File: config.mk
export PLATFORM = sky130hd
export DESIGN_NAME = id_dispatch
export DESIGN_NICKNAME = d
export VERILOG_FILES = /design/src/rtl/id_dispatch.sv
export SDC_FILE = /design/constraint.sdc
export NUM_CORES = 1
export LEC_CHECK = 0
export BUFFER_PORTS_ARGS = -buffer_cell sky130_fd_sc_hd__buf_4
export CAP_MARGIN = 20
export CORE_UTILIZATION = 47
export CTS_CLUSTER_SIZE = 24
export DETAILED_ROUTE_END_ITERATION = 6
export PLACE_DENSITY = 0.84
export SYNTH_ARGS = -nofsm -noshare
export SYNTH_HDL_FRONTEND = slang
export SYNTH_SLANG_ARGS = --single-unit
File: constraint.sdc
create_clock -name clk -period 4.3 [get_ports clk]
set_input_delay 0.86 -clock clk [delete_from_list [all_inputs] [get_ports clk]]
set_output_delay 0.86 -clock clk [all_outputs]
set_load 0.01 [all_outputs]
File: src/rtl/id_dispatch.sv
// Decode-stage front end: classifies fetched instructions by immediate format,
// buffers two decoded entries and presents the head, with its immediate, to EX.

package id_dispatch_pkg;
    localparam int DATA_W = 32;
    localparam int CTRL_W = 3;

    localparam logic [CTRL_W-1:0] SW_IMMI  = 3'd0;
    localparam logic [CTRL_W-1:0] SW_IMMIU = 3'd1;
    localparam logic [CTRL_W-1:0] SW_IMMS  = 3'd2;
    localparam logic [CTRL_W-1:0] SW_IMMB  = 3'd3;
    localparam logic [CTRL_W-1:0] SW_IMMBU = 3'd4;
    localparam logic [CTRL_W-1:0] SW_IMMU  = 3'd5;
    localparam logic [CTRL_W-1:0] SW_IMMJ  = 3'd6;
endpackage

// Immediate generator. The unsigned-compare variants (Iu, Bu) zero-extend the
// low 12 bits so EX can compare against them without further masking.
module imm_gen
    import id_dispatch_pkg::*;
(
    input  logic [31:7]        i_inst,
    input  logic [CTRL_W-1:0]  i_ctrl,
    output logic [DATA_W-1:0]  o_imm
);
    logic signed [11:0] w_imm_i;
    logic signed [11:0] w_imm_s;
    logic signed [12:0] w_imm_b;
    logic signed [20:0] w_imm_j;

    assign w_imm_i = i_inst[31:20];
    assign w_imm_s = {i_inst[31:25], i_inst[11:7]};
    assign w_imm_b = {i_inst[31], i_inst[7], i_inst[30:25], i_inst[11:8], 1'b0};
    assign w_imm_j = {i_inst[31], i_inst[19:12], i_inst[20], i_inst[30:21], 1'b0};

    always_comb begin
        o_imm = '0;
        case (i_ctrl)
            SW_IMMI:  o_imm = DATA_W'(w_imm_i);
            SW_IMMIU: o_imm = {20'd0, i_inst[31:20]};
            SW_IMMS:  o_imm = DATA_W'(w_imm_s);
            SW_IMMB:  o_imm = DATA_W'(w_imm_b);
            SW_IMMBU: o_imm = {20'd0, w_imm_b[11:0]};
            SW_IMMU:  o_imm = {i_inst[31:12], 12'd0};
            SW_IMMJ:  o_imm = DATA_W'(w_imm_j);
            default:  o_imm = DATA_W'(w_imm_i);
        endcase
    end
endmodule

module id_dispatch
    import id_dispatch_pkg::*;
#(
    parameter int DEPTH = 2
) (
    input  logic               clk,
    input  logic               rst,
    input  logic               flush_i,
    input  logic               if_valid_i,
    output logic               if_ready_o,
    input  logic [DATA_W-1:0]  if_inst_i,
    input  logic [DATA_W-1:0]  if_pc_i,
    output logic               id_valid_o,
    input  logic               id_ready_i,
    output logic [DATA_W-1:0]  id_inst_o,
    output logic [DATA_W-1:0]  id_pc_o,
    output logic [CTRL_W-1:0]  id_imm_ctrl_o,
    output logic [DATA_W-1:0]  id_imm_o,
    output logic               id_ill_o,
    output logic [1:0]         occ_o
);
    localparam logic [1:0] LP_FULL = 2'(DEPTH);

    typedef enum logic [1:0] {
        ST_EMPTY = 2'd0,
        ST_ONE   = 2'd1,
        ST_FULL  = 2'd2
    } state_t;

    // Returns {ill, imm_ctrl} for one instruction.
    function automatic logic [CTRL_W:0] f_decode(input logic [6:0] opcode,
                                                 input logic [2:0] funct3);
        logic [CTRL_W:0] res;
        res = {1'b0, SW_IMMI};
        case (opcode)
            7'b0000011, 7'b1100111: res = {1'b0, SW_IMMI};
            7'b0010011: res = {1'b0, (funct3 == 3'b011) ? SW_IMMIU : SW_IMMI};
            7'b0110111, 7'b0010111: res = {1'b0, SW_IMMU};
            7'b0100011: res = {1'b0, SW_IMMS};
            7'b1100011: res = {1'b0, (funct3[2:1] == 2'b11) ? SW_IMMBU : SW_IMMB};
            7'b1101111: res = {1'b0, SW_IMMJ};
            7'b0110011, 7'b1110011: res = {1'b0, SW_IMMI};
            default:    res = {1'b1, SW_IMMI};
        endcase
        return res;
    endfunction

    state_t              r_state;
    logic                r_head;
    logic                r_tail;
    logic [DATA_W-1:0]   r_inst [2];
    logic [DATA_W-1:0]   r_pc   [2];
    logic [CTRL_W-1:0]   r_ctrl [2];
    logic                r_ill  [2];

    logic                w_push;
    logic                w_pop;
    logic [CTRL_W:0]     w_dec;

    assign occ_o      = r_state;
    assign if_ready_o = (occ_o != LP_FULL) & ~rst;
    assign id_valid_o = (r_state != ST_EMPTY);

    assign w_push = if_valid_i & if_ready_o & ~flush_i;
    assign w_pop  = id_valid_o & id_ready_i & ~flush_i;
    assign w_dec  = f_decode(if_inst_i[6:0], if_inst_i[14:12]);

    always_ff @(posedge clk) begin
        if (rst) begin
            r_state <= ST_EMPTY;
            r_head  <= 1'b0;
            r_tail  <= 1'b0;
            for (int i = 0; i < 2; i++) begin
                r_inst[i] <= '0;
                r_pc[i]   <= '0;
                r_ctrl[i] <= SW_IMMI;
                r_ill[i]  <= 1'b0;
            end
        end else if (flush_i) begin
            r_state <= ST_EMPTY;
            r_head  <= 1'b0;
            r_tail  <= 1'b0;
        end else begin
            if (w_push) begin
                r_inst[r_tail] <= if_inst_i;
                r_pc[r_tail]   <= if_pc_i;
                r_ctrl[r_tail] <= w_dec[CTRL_W-1:0];
                r_ill[r_tail]  <= w_dec[CTRL_W];
                r_tail         <= ~r_tail;
            end
            if (w_pop) begin
                r_head <= ~r_head;
            end
            case (r_state)
                ST_EMPTY: if (w_push) r_state <= ST_ONE;
                ST_ONE: begin
                    if (w_push && !w_pop)      r_state <= ST_FULL;
                    else if (w_pop && !w_push) r_state <= ST_EMPTY;
                end
                ST_FULL:  if (w_pop) r_state <= ST_ONE;
                default:  r_state <= ST_EMPTY;
            endcase
        end
    end

    // Head mux feeds EX and imm_gen combinationally; no output register.
    assign id_inst_o     = r_inst[r_head];
    assign id_pc_o       = r_pc[r_head];
    assign id_imm_ctrl_o = r_ctrl[r_head];
    assign id_ill_o      = r_ill[r_head];

    imm_gen u_imm_gen (
        .i_inst (id_inst_o[31:7]),
        .i_ctrl (id_imm_ctrl_o),
        .o_imm  (id_imm_o)
    );
endmodule

* After elaboration in Yosys (flattened, before gate mapping)
Memories as Yosys holds them, arrays and structs flattened. A register that Yosys moved wholly into a read port is not among the register bits.
Cells that the tools add are included.
** Operators by class
- Reductions and logical operators :: 14
- Equal/unequal tests :: 24
- Mux-type cells :: 35
- Bitwise logic cells :: 9
** Operator list (number)
- one-hot mux 32 bit (6 select lines) :: 1
- 2-to-1 mux 32 bit :: 2
- OR reduction 32 bit :: 2
- == test 7 bit (second input constant) :: 4
- 2-to-1 mux 1 bit :: 24
- one-hot mux 4 bit (6 select lines) :: 1
- == test 7 x 6 -> 1 bit (second input constant) :: 3
- == test 7 x 5 -> 1 bit (second input constant) :: 2
- == test 3 x 2 -> 1 bit (second input constant) :: 3
- == test 3 bit (second input constant) :: 3
- 2-to-1 mux 2 bit :: 4
- == test 7 x 2 -> 1 bit (second input constant) :: 1
- 2-to-1 mux 3 bit :: 2
- inequality test 2 bit (second input constant) :: 3
- one-hot mux 2 bit (3 select lines) :: 1
- bitwise AND 1 bit :: 5
- == test 2 bit (second input constant) :: 2
- inverter 1 bit :: 4
- OR reduction 2 bit :: 2
- OR reduction 4 bit :: 1
- == test 3 x 1 -> 1 bit (second input constant) :: 1
- inequality test 3 bit (second input constant) :: 1
- AND reduction 3 bit :: 1
- OR reduction 3 bit :: 1
- 6 further kinds :: 8
** Storage, ports and cells
- Logic and storage cells :: 89
- Bits in registers :: 4
- Input bits :: 69
- Memories :: 4
- Memory bits (writable) :: 136
** Memories
- r_inst :: depth 2, width 32, rd ports 1, clocked after memory_dff 1, write ports 2, RTL line 101 : logic [DATA_W-1:0] r_inst [2];
- r_pc :: depth 2, width 32, rd ports 1, clocked after memory_dff 1, write ports 2, RTL line 102 : logic [DATA_W-1:0] r_pc [2];
- r_ctrl :: depth 2, width 3, rd ports 1, clocked after memory_dff 1, write ports 2, RTL line 103 : logic [CTRL_W-1:0] r_ctrl [2];
- r_ill :: depth 2, width 1, rd ports 1, clocked after memory_dff 1, write ports 2, RTL line 104 : logic r_ill [2];

* Logic depth before layout (Yosys ltp)
Gate-level depths: netlist of run 1.
- Depth after elaboration :: 10
- Depth in mapped cells :: 7
- Gate-level depth less buffers :: 6

* Modules after synthesis
From an unflattened synthesis of run 1, not the netlist that was laid out.
** Second synthesis, totals
- Cells, all modules :: 485
- Area, all modules :: 6757.7 µm²
** By module, submodules not included
- id_dispatch :: cells an instance 414, times used 1, seq. area each 4184.0 µm², area each 6237.2 µm²
- imm_gen :: cells an instance 71, times used 1, seq. area each 0.0 µm², area each 520.5 µm²

* Worst setup path before layout of run 1
OpenSTA, ideal clock, no wires.
- Kind :: input-to-reg
- Start point :: in rst
- End point :: mem r_ctrl[1][0], enable pin
- Arrival time :: 3.215 ns
- Setup slack :: 0.648 ns
- Buffers on the path :: 2
- Stages on the path :: 5
- Cell sequence :: clkbuf_2 nor4b_4 buf_4 nand2_1 nand2b_1
** RTL lines
- start, declared :: RTL line 57 : input logic rst,
- end, declared :: RTL line 103

==> results of run 1 <==
==> power breakdown <==
part	switching (µW)	leakage, µW	total, µW	internal (µW)
Sequential	30.0	0.00146	1610	1580
Clock	505	0.000267	1350	848
Combinational	217	0.00212	420	202
==> tightest hold or removal path, cell delays in order (launching register included) <==
cell and delay (ns):
dfxtp_1 0.33, xor2_1 0.09, nor3_1 0.14
==> area by class of cell <==
class	instances	area, µm²
clock buffers	24	452
clock inverters	8	92.6
fillers	1066	5240
inverters	27	104
multi-input cells	314	2390
flip-flops and latches	141	4190
well taps	180	225
repair buffers	177	1350
==> state kept, by name (all words and copies together) (netlist names), named ones only <==
name,flops
r_inst,64
r_pc,64
r_ctrl,6
occ_o,2
r_ill,2
r_head,1
r_tail,1
==> routing by layer <==
metal	up-vias	part of all wire
met3	19	0.075
met5	-	0.0011
met1	2263	0.41
met4	2	0.010
met2	221	0.50
li1	2225	-
==> how the worst max path moves through the flow <==
stage | endpoint | slack [ns] | start
final | id_imm_o[17] | 0.39 | flip-flop
after global routing | id_imm_o[19] | 0.24 | flip-flop
after CTS | id_imm_o[19] | 0.37 | flip-flop
after detailed placement | id_imm_o[19] | 0.81 | flip-flop
after global placement | id_imm_o[13] | 0.93 | flip-flop
after floorplan | r_ctrl[1][0] | 0.65 | rst
==> cell usage in the layout, fill, tap and decap left out, types with 4 or more instances in the layout <==
cell       synthesis  routed
a21oi_1           16      16
a221oi_1           5       5
and2_1            63      63
and3_1            63      63
buf_4              4     176
clkbuf_1          14       7
clkbuf_16          0      17
clkinv_2           0       4
edfxtp_1         136     136
inv_1             23      23
mux2_2            56      56
mux2i_1           13      13
nand2_1            9       9
nand2b_1           7       5
nor2_1            23      23
nor3_1             8       8
o21ai_2           10      10
o221ai_1           8       8
==> stage by stage <==
| stage | setup WS [ns] | instance area [µm²] | total power [µW] | util | instances |
|---|---|---|---|---|---|
| 6_report | 0.389 | 8800 | 3380 | 0.627 | 871 |
| 3_5_place_dp | 0.812 | 8250 | 2060 | 0.588 | 839 |
| 3_3_place_gp | 0.935 | 8230 | 2040 | 0.586 | 838 |
| 4_1_cts | 0.365 | 8800 | 3400 | 0.627 | 871 |
| 5_1_grt | 0.239 | 8800 | 3490 | 0.627 | 871 |
| 2_1_floorplan | 0.648 | 6860 | 1840 | - | 518 |
==> cell families (layout without fill, tap and decap cells) <==
group / Yosys count / after routing / synth area share
flops: 141 / 141 / 0.610
mux: 73 / 73 / 0.123
simple gates: 187 / 187 / 0.162
fa+ha+maj: 1 / 1 / 0.00182
buf+inv: 63 / 236 / 0.0449
xor+xnor: 3 / 3 / 0.00383
compound gates: 50 / 50 / 0.0546
==> metrics.cfg, run 1 <==
[sta]
fin_setup_tns_ns = 0
final.period_utilization = 0.909
fin_crit_ns = 3.91
whs_ns = 0.610
relSlewSlack = 0.285
skew_ns = 0.00583
final_hold_viol_count = 0
finalSetupViolations = 0
worst_slew_pin_slew_ns = 1.07
drv_slew = 0
rsz0062_at_grt = false
clock.fmax_mhz = 256

[synth]
yosysMostFrequentCell = edfxtp_1
netlist.top_cell.by_area = edfxtp_1
ys_top_cells_by_area = edfxtp_1 (60%), mux2_2 (9.2%), and2_1 (5.7%), and3_1 (5.7%), mux2i_1 (1.9%)
synth-edff-count = 136
synth_seq_area_share = 0.610
synth_top_cell_area_share = 0.596
yosys_warnings = 0
synth_commonest_cells = edfxtp_1 (136), and2_1 (63), and3_1 (63)
yosys.cell_types.count = 49
syn_area_per_cell_um2 = 13.2
syn_nets = 588
async_flop_share = 0
syn_area_um2 = 6860
synth-main-ff-cell = edfxtp_1
ys_seq_elements = 141
synth_cells = 518

[routing]
drc_errors = 0
via_per_inst = 5.43
postRouteAntennaNets = 0
drt_first_pass_iters = 6
vias = 4730
dr.first_iter.drc_count = 317
wirelength_um = 15900
wl_per_cell_um = 18.2

[global_route]
grt_usage = 0.214
grt_util_met3 = 0.0553
use_met2 = 0.366
grt_busiest_layer = met2
grt_first_pass_wirelength_um = 23700
grt_pass1_vias = 4648
antenna_found_initial = 1
grt_overflow = 0
grt_max_degree = 69
use_met1 = 0.258

[finish]
fin_nets = 748
syn2layout_area_growth_pct = 28.3
drive_gt1_frac = 0.415
antenna_cells = 0

[setup_path]
path_buf_inv = 1
worstReg2RegEnd = r_inst[1][17]
critPathMaxFanout = 40
cp.depth = 4
start_kind = flip-flop
crit_chain = mux2i_4 -> or2_1 -> o221ai_1 -> buf_4
slowest_delay_ns = 0.79
r2r_start = occ_o[1]
cp-end-kind = output port
ff2ff_path_depth = 4
cp_slowest_cell = or2_1
ff2ff_setup_slack_ns = 1.53
arrival_ns = 3.05
critPathTopFamily = simple AND/OR/NAND/NOR gates
worst-endpoint-required_ns = 3.44
critical_path_class = flip-flop to output port

[clocking]
tritoncts = built
cts_buffer_depth = 2
clk_pin_slew_ns = 0.05
htreeDepth = 4
cts_inserted_buffers = 17
hold_buffers = 0
cts_sinks = 141
cts_root_buffer = clkbuf_16
cts_resized = 0
cts_setup_buffers = 0
clock_latency_ns = 0.40

[die]
pin_count = 173
die_h_um = 123
dieArea_um2 = 15100
coreArea_um2 = 14000
die_w_um = 123
initial_core_util = 0.488
num_rows = 43

[hold_path]
holdCritStartpoint = r_head
hold_depth = 2
hold_path.class = flip-flop to flip-flop

[power]
leakagePower_uw = 0.00384
vdd_drop_max_uv = 235
p_per_area_nw_per_um2 = 384

[status]
outcome = finished, final reports clean

[placement]
hpwl_um = 10700
port_buffers = 172
place.gp.congestion = 0.957

[flow_run]
maxCapViolations = 0

Power figures use the tool's default switching activity.
==> run 2, diff against run 1 <==
CORE_MARGIN = 2   (was unset)
==> run 2 against run 1 <==
Net effect:
- power is 5.4% higher
- maximum frequency is 0.16% higher
- cell area is 0.71% higher
==> metrics.cfg, run 2 (same netlist as run 1, synthesis figures left out) <==
[finish]
mostFrequentLayoutCells = buf_4 (177), edfxtp_1 (136), and2_1 (63), and3_1 (63), mux2_2 (56)
syn2layout_area_growth_pct = 29.2
final_area_um2 = 8860  ; +0.71%
final_common_cell = buf_4
reg_top3 = r_inst (64), r_pc (64), r_ctrl (6)
multi_input_area_um2 = 2390  ; unchanged
fin_nets = 748  ; unchanged
fill_cells = 1105  ; +3.7%
register_area_um2 = 4190  ; unchanged
drive_gt1_frac = 0.425  ; +0.0101

[clocking]
tritoncts = built
cts_root_buffer = clkbuf_16
hold_buffers = 0  ; unchanged
cts_buffer_depth = 2  ; unchanged
htreeDepth = 4  ; unchanged
cts_sinks = 141  ; unchanged
clk_pin_slew_ns = 0.06  ; about the same
clock_latency_ns = 0.41  ; about the same
cts_setup_buffers = 0  ; unchanged
cts_inserted_buffers = 17  ; unchanged
cts_resized = 0  ; unchanged

[setup_path]
critPathMaxFanout = 38  ; -5.0%
worstReg2RegEnd = r_pc[1][5]
critical_path_class = flip-flop to output port
start_kind = flip-flop
crit_end = id_imm_o[14]
arrival_ns = 3.04  ; about the same
cp-end-kind = output port
ff2ff_path_depth = 4  ; unchanged
worst-endpoint-required_ns = 3.44  ; about the same
r2r_start = occ_o[1]
ff2ff_setup_slack_ns = 1.60  ; +0.07 ns

[sta]
final_hold_viol_count = 0  ; unchanged
drv_slew = 0  ; unchanged
final.period_utilization = 0.908  ; -0.00142
fin_crit_ns = 3.90  ; -0.00610 ns
relSlewSlack = 0.327  ; +0.0422
rsz0062_at_grt = false
worst_slew_pin_slew_ns = 1.01  ; -0.0633 ns
finalSetupViolations = 0  ; unchanged
fin_setup_tns_ns = 0  ; unchanged
skew_ns = 0.0119  ; +0.00605 ns
clock.fmax_mhz = 256  ; +0.16%

[routing]
wl_per_cell_um = 18.0  ; -1.5%
wirelength_um = 15700  ; -0.95%
drc_errors = 0  ; unchanged
vias = 4714  ; -0.34%
drt_first_pass_iters = 6  ; unchanged
postRouteAntennaNets = 0  ; unchanged
dr.first_iter.drc_count = 288  ; -9.1%
via_per_inst = 5.38  ; -0.91%

[placement]
hpwl_um = 10300  ; -4.0%
port_buffers = 172  ; unchanged
placed_area_um2 = 8240  ; -0.18%
place.gp.congestion = 0.877  ; -8.4%

[global_route]
antenna_found_initial = 1  ; unchanged
grt_max_degree = 69  ; unchanged
grt_overflow = 0  ; unchanged
grt_usage = 0.201  ; -0.0125
grt_pass1_vias = 4921  ; +5.9%
grt_first_pass_wirelength_um = 24900  ; +5.1%

[power]
pwr-share-comb = 0.118  ; -0.006
leakagePower_uw = 0.00387  ; +0.71%
total_power_uw = 3560  ; +5.4%
vdd_drop_max_uv = 274  ; +17%
seqPwrFrac = 0.449  ; -0.027
p_switching_uw = 813  ; +8.0%
switching_share = 0.228  ; +0.00547
intPower_uw = 2750  ; +4.7%
power_frac_clock = 0.433  ; +0.033
p_per_area_nw_per_um2 = 402  ; +4.7%

[die]
coreArea_um2 = 14400  ; +2.3%
pin_count = 173  ; unchanged
die_h_um = 125  ; +1.6%
die_w_um = 125  ; +1.6%
initial_core_util = 0.477  ; -0.0111
dieArea_um2 = 15600  ; +3.3%
num_rows = 44  ; +2.3%

[hold_path]
hold_path.class = flip-flop to flip-flop

[flow_run]
maxCapViolations = 0  ; unchanged

[status]
outcome = finished, final reports clean

==> run 2: changes by cell type in the layout (fill, tap and decap cells not counted) <==
cell	previous run	this run
bufinv_16	2	4
clkinvlp_4	0	2
inv_6	0	3
buf_4	176	177
clkinv_1	1	0
clkbuf_1	7	1
buf_16	1	0
diode_2	0	1
==> run 2: layer usage <==
layer / global-route usage / vias to the layer above / wire length [µm]
li1: - / 2225 / -
met3: 0.0649 / 19 / 1140
met2: 0.334 / 183 / 7710
met1: 0.246 / 2287 / 6650
met5: 0 / - / 0
met4: 0.0740 / 0 / 231
==> run 2: power by group through the flow <==
stage,combinational [µW],clock (µW),sequential [µW]
detailed placement,421,0,1630
CTS,423,1560,1600
global route,454,1620,1610
global placement,411,0,1620
finish,420,1540,1600
floorplan,214,0,1620
==> run 2: through the flow <==
stage	setup WS, ns	hold WS, ns	utilization	instances
floorplan	0.648	0.520	-	518
global placement	0.930	0.536	0.573	843
detailed placement	0.803	0.581	0.573	843
CTS	0.352	0.602	0.617	875
global route	0.178	0.633	0.617	875
finish	0.395	0.601	0.617	876
==> run 2: layout make-up <==
type / instances / area share
Clock inverter: 14 / 0.0215
Tap cell: 184 / 0.0260
Timing Repair Buffer: 177 / 0.150
Sequential cell: 141 / 0.473
Clock buffer: 18 / 0.0484
Multi-Input combinational cell: 314 / 0.269
Antenna cell: 1 / 0.000282
Inverter: 27 / 0.0117
==> run 2: worst min path at each step <==
stage                      start        end  slack (ns)  cells past startpoint
final                     r_head     r_head        0.60                      2
after detailed placement  r_head  flip-flop        0.58                      2
after floorplan           r_head  flip-flop        0.52                      2
after CTS                 r_head  flip-flop        0.60                      2
after global routing      r_head  flip-flop        0.63                      2
after global placement    r_head     r_head        0.54                      2
==> run 2: worst max-delay path, cell delays in order (launching register included) <==
cell      delay, ns
dfxtp_4        0.73
mux2i_4        0.65
or2_1          0.77
o221ai_1       0.26
buf_4          0.20
==> run 3, diff against run 2 <==
BUFFER_PORTS_ARGS = -buffer_cell sky130_fd_sc_hd__buf_2   (was -buffer_cell sky130_fd_sc_hd__buf_4)
PLACE_DENSITY = 0.72   (was 0.84)
==> run 3 against run 2 <==
Net effect:
- sequential power about the same
- flip-flop and latch count unchanged
- die area unchanged
- critical path type unchanged
- critical endpoint is now id_imm_o[15]
- largest power group unchanged
==> metrics.cfg, run 3 (same netlist as run 1, synthesis figures left out) <==
[clocking]
cts_inserted_buffers = 17  ; unchanged
cts_root_buffer = clkbuf_16
cts_resized = 0  ; unchanged
cts_buffer_depth = 2  ; unchanged
clk_pin_slew_ns = 0.05  ; about the same
cts_setup_buffers = 0  ; unchanged
htreeDepth = 4  ; unchanged
clock_latency_ns = 0.41  ; about the same
cts_sinks = 141  ; unchanged
tritoncts = built
hold_buffers = 0  ; unchanged

[placement]
dp_worst_setup_slack_ns = 0.845  ; +0.0425 ns
port_buffers = 172  ; unchanged
place.gp.congestion = 0.873  ; -0.49%
hpwl_um = 9960  ; -3.2%

[die]
coreArea_um2 = 14400  ; unchanged
num_rows = 44  ; unchanged
initial_core_util = 0.477  ; unchanged
die_w_um = 125  ; unchanged
pin_count = 173  ; unchanged
die_h_um = 125  ; unchanged
dieArea_um2 = 15600  ; unchanged

[sta]
fin_crit_ns = 3.89  ; -0.0138 ns
final.period_utilization = 0.905  ; -0.00321
rsz0062_at_grt = false
finalSetupViolations = 0  ; unchanged
final_hold_viol_count = 0  ; unchanged
drv_slew = 0  ; unchanged
worst_slew_pin_slew_ns = 0.988  ; -0.0217 ns
relSlewSlack = 0.341  ; +0.0141
setup_ws_ns = 0.409  ; +0.0138 ns
skew_ns = 0.00480  ; -0.00707 ns
clock.fmax_mhz = 257  ; +0.36%
fin_setup_tns_ns = 0  ; unchanged

[setup_path]
worstReg2RegEnd = r_pc[0][27]
critical_path_class = flip-flop to output port
r2r_start = occ_o[1]
crit_chain = mux2i_4 -> or2_1 -> o221ai_1 -> buf_2
slowest_delay_ns = 0.76  ; about the same
cp-end-kind = output port
ff2ff_path_depth = 6  ; +2
cp.depth = 4  ; unchanged
worst-endpoint-required_ns = 3.44  ; about the same
ff2ff_setup_slack_ns = 1.64  ; +0.04 ns
critPathTopFamily = simple AND/OR/NAND/NOR gates
start_kind = flip-flop
path_buf_inv = 1  ; unchanged
arrival_ns = 3.03  ; about the same
critPathMaxFanout = 38  ; unchanged
cp_slowest_cell = or2_1

[status]
outcome = finished, final reports clean

[finish]
reg_top3 = r_inst (64), r_pc (64), r_ctrl (6)
antenna_cells = 0  ; -1
syn2layout_area_growth_pct = 20.8
fin_nets = 749  ; +0.13%
final_common_cell = buf_2
mostFrequentLayoutCells = buf_2 (172), edfxtp_1 (136), and2_1 (63), and3_1 (63), mux2_2 (56)
drive_gt1_frac = 0.411  ; -0.0141

[hold_path]
holdCritStartpoint = r_head
hold_depth = 2  ; unchanged
min_delay_worst_endpoint = r_head
hold_path.class = flip-flop to flip-flop

[global_route]
grt_overflow = 0  ; unchanged
grt_pass1_vias = 4887  ; -0.69%
antenna_found_initial = 0  ; -1
grt_first_pass_wirelength_um = 24400  ; -2.2%
grt_max_degree = 69  ; unchanged
grt_usage = 0.198  ; -0.00277

[power]
p_per_area_nw_per_um2 = 382  ; -5.1%
leakagePower_uw = 0.00369  ; -4.6%
vdd_drop_max_uv = 215  ; -22%

[routing]
wl_per_cell_um = 17.6  ; -2.2%
vias = 4714  ; unchanged
via_per_inst = 5.41  ; +0.46%
postRouteAntennaNets = 0  ; unchanged
drt_first_pass_iters = 5  ; -1
drc_errors = 0  ; unchanged
wirelength_um = 15300  ; -2.6%
dr.first_iter.drc_count = 315  ; +9.4%

[flow_run]
maxCapViolations = 0  ; unchanged

==> run 3: final cells by class <==
class	count	area (µm²)
Multi-Input combinational cell	314	2390
Clock inverter	6	25.0
Inverter	27	104
Sequential cell	141	4190
Clock buffer	22	444
Timing Repair Buffer	178	906
Tap cell	184	230
Fill cell	1201	6080
==> run 3: worst max path at each step <==
stage                         endpoint
after floorplan           r_ctrl[1][0]
after global placement    id_imm_o[18]
after detailed placement  id_imm_o[15]
after CTS                 id_imm_o[15]
after global routing      id_imm_o[14]
final                     id_imm_o[15]
==> run 3: worst register-to-register path, delay by kind of cell (launching register included) <==
| kind | cells | cell delay [ns] |
|---|---|---|
| buf+inv | 2 | 0.79 |
| simple gates | 4 | 1.40 |
| flops | 1 | 0.35 |
==> run 3: where the power goes <==
group / total [µW] / internal [µW] / switching [µW]
registers: 1600 / 1580 / 24.0
clock network: 1200 / 711 / 487
logic: 361 / 146 / 214
==> run 3: stage by stage <==
step	utilization	power, µW	std cells	hold slack [ns]	instance area [µm²]
final	0.577	3160	872	0.578	8290
after global routing	0.577	3260	872	0.608	8290
after CTS	0.577	3190	872	0.583	8290
after detailed placement	0.544	1990	844	0.566	7820
after global placement	0.544	1980	844	0.541	7820
after floorplan	-	1840	518	0.520	6860
==> run 3: per-layer routing <==
layer,part of all wire,up-vias,track usage
met1,0.43,2300,0.233
met2,0.49,179,0.345
met4,0.010,0,0.0720
li1,-,2219,-
met5,0,-,0
met3,0.069,16,0.0571
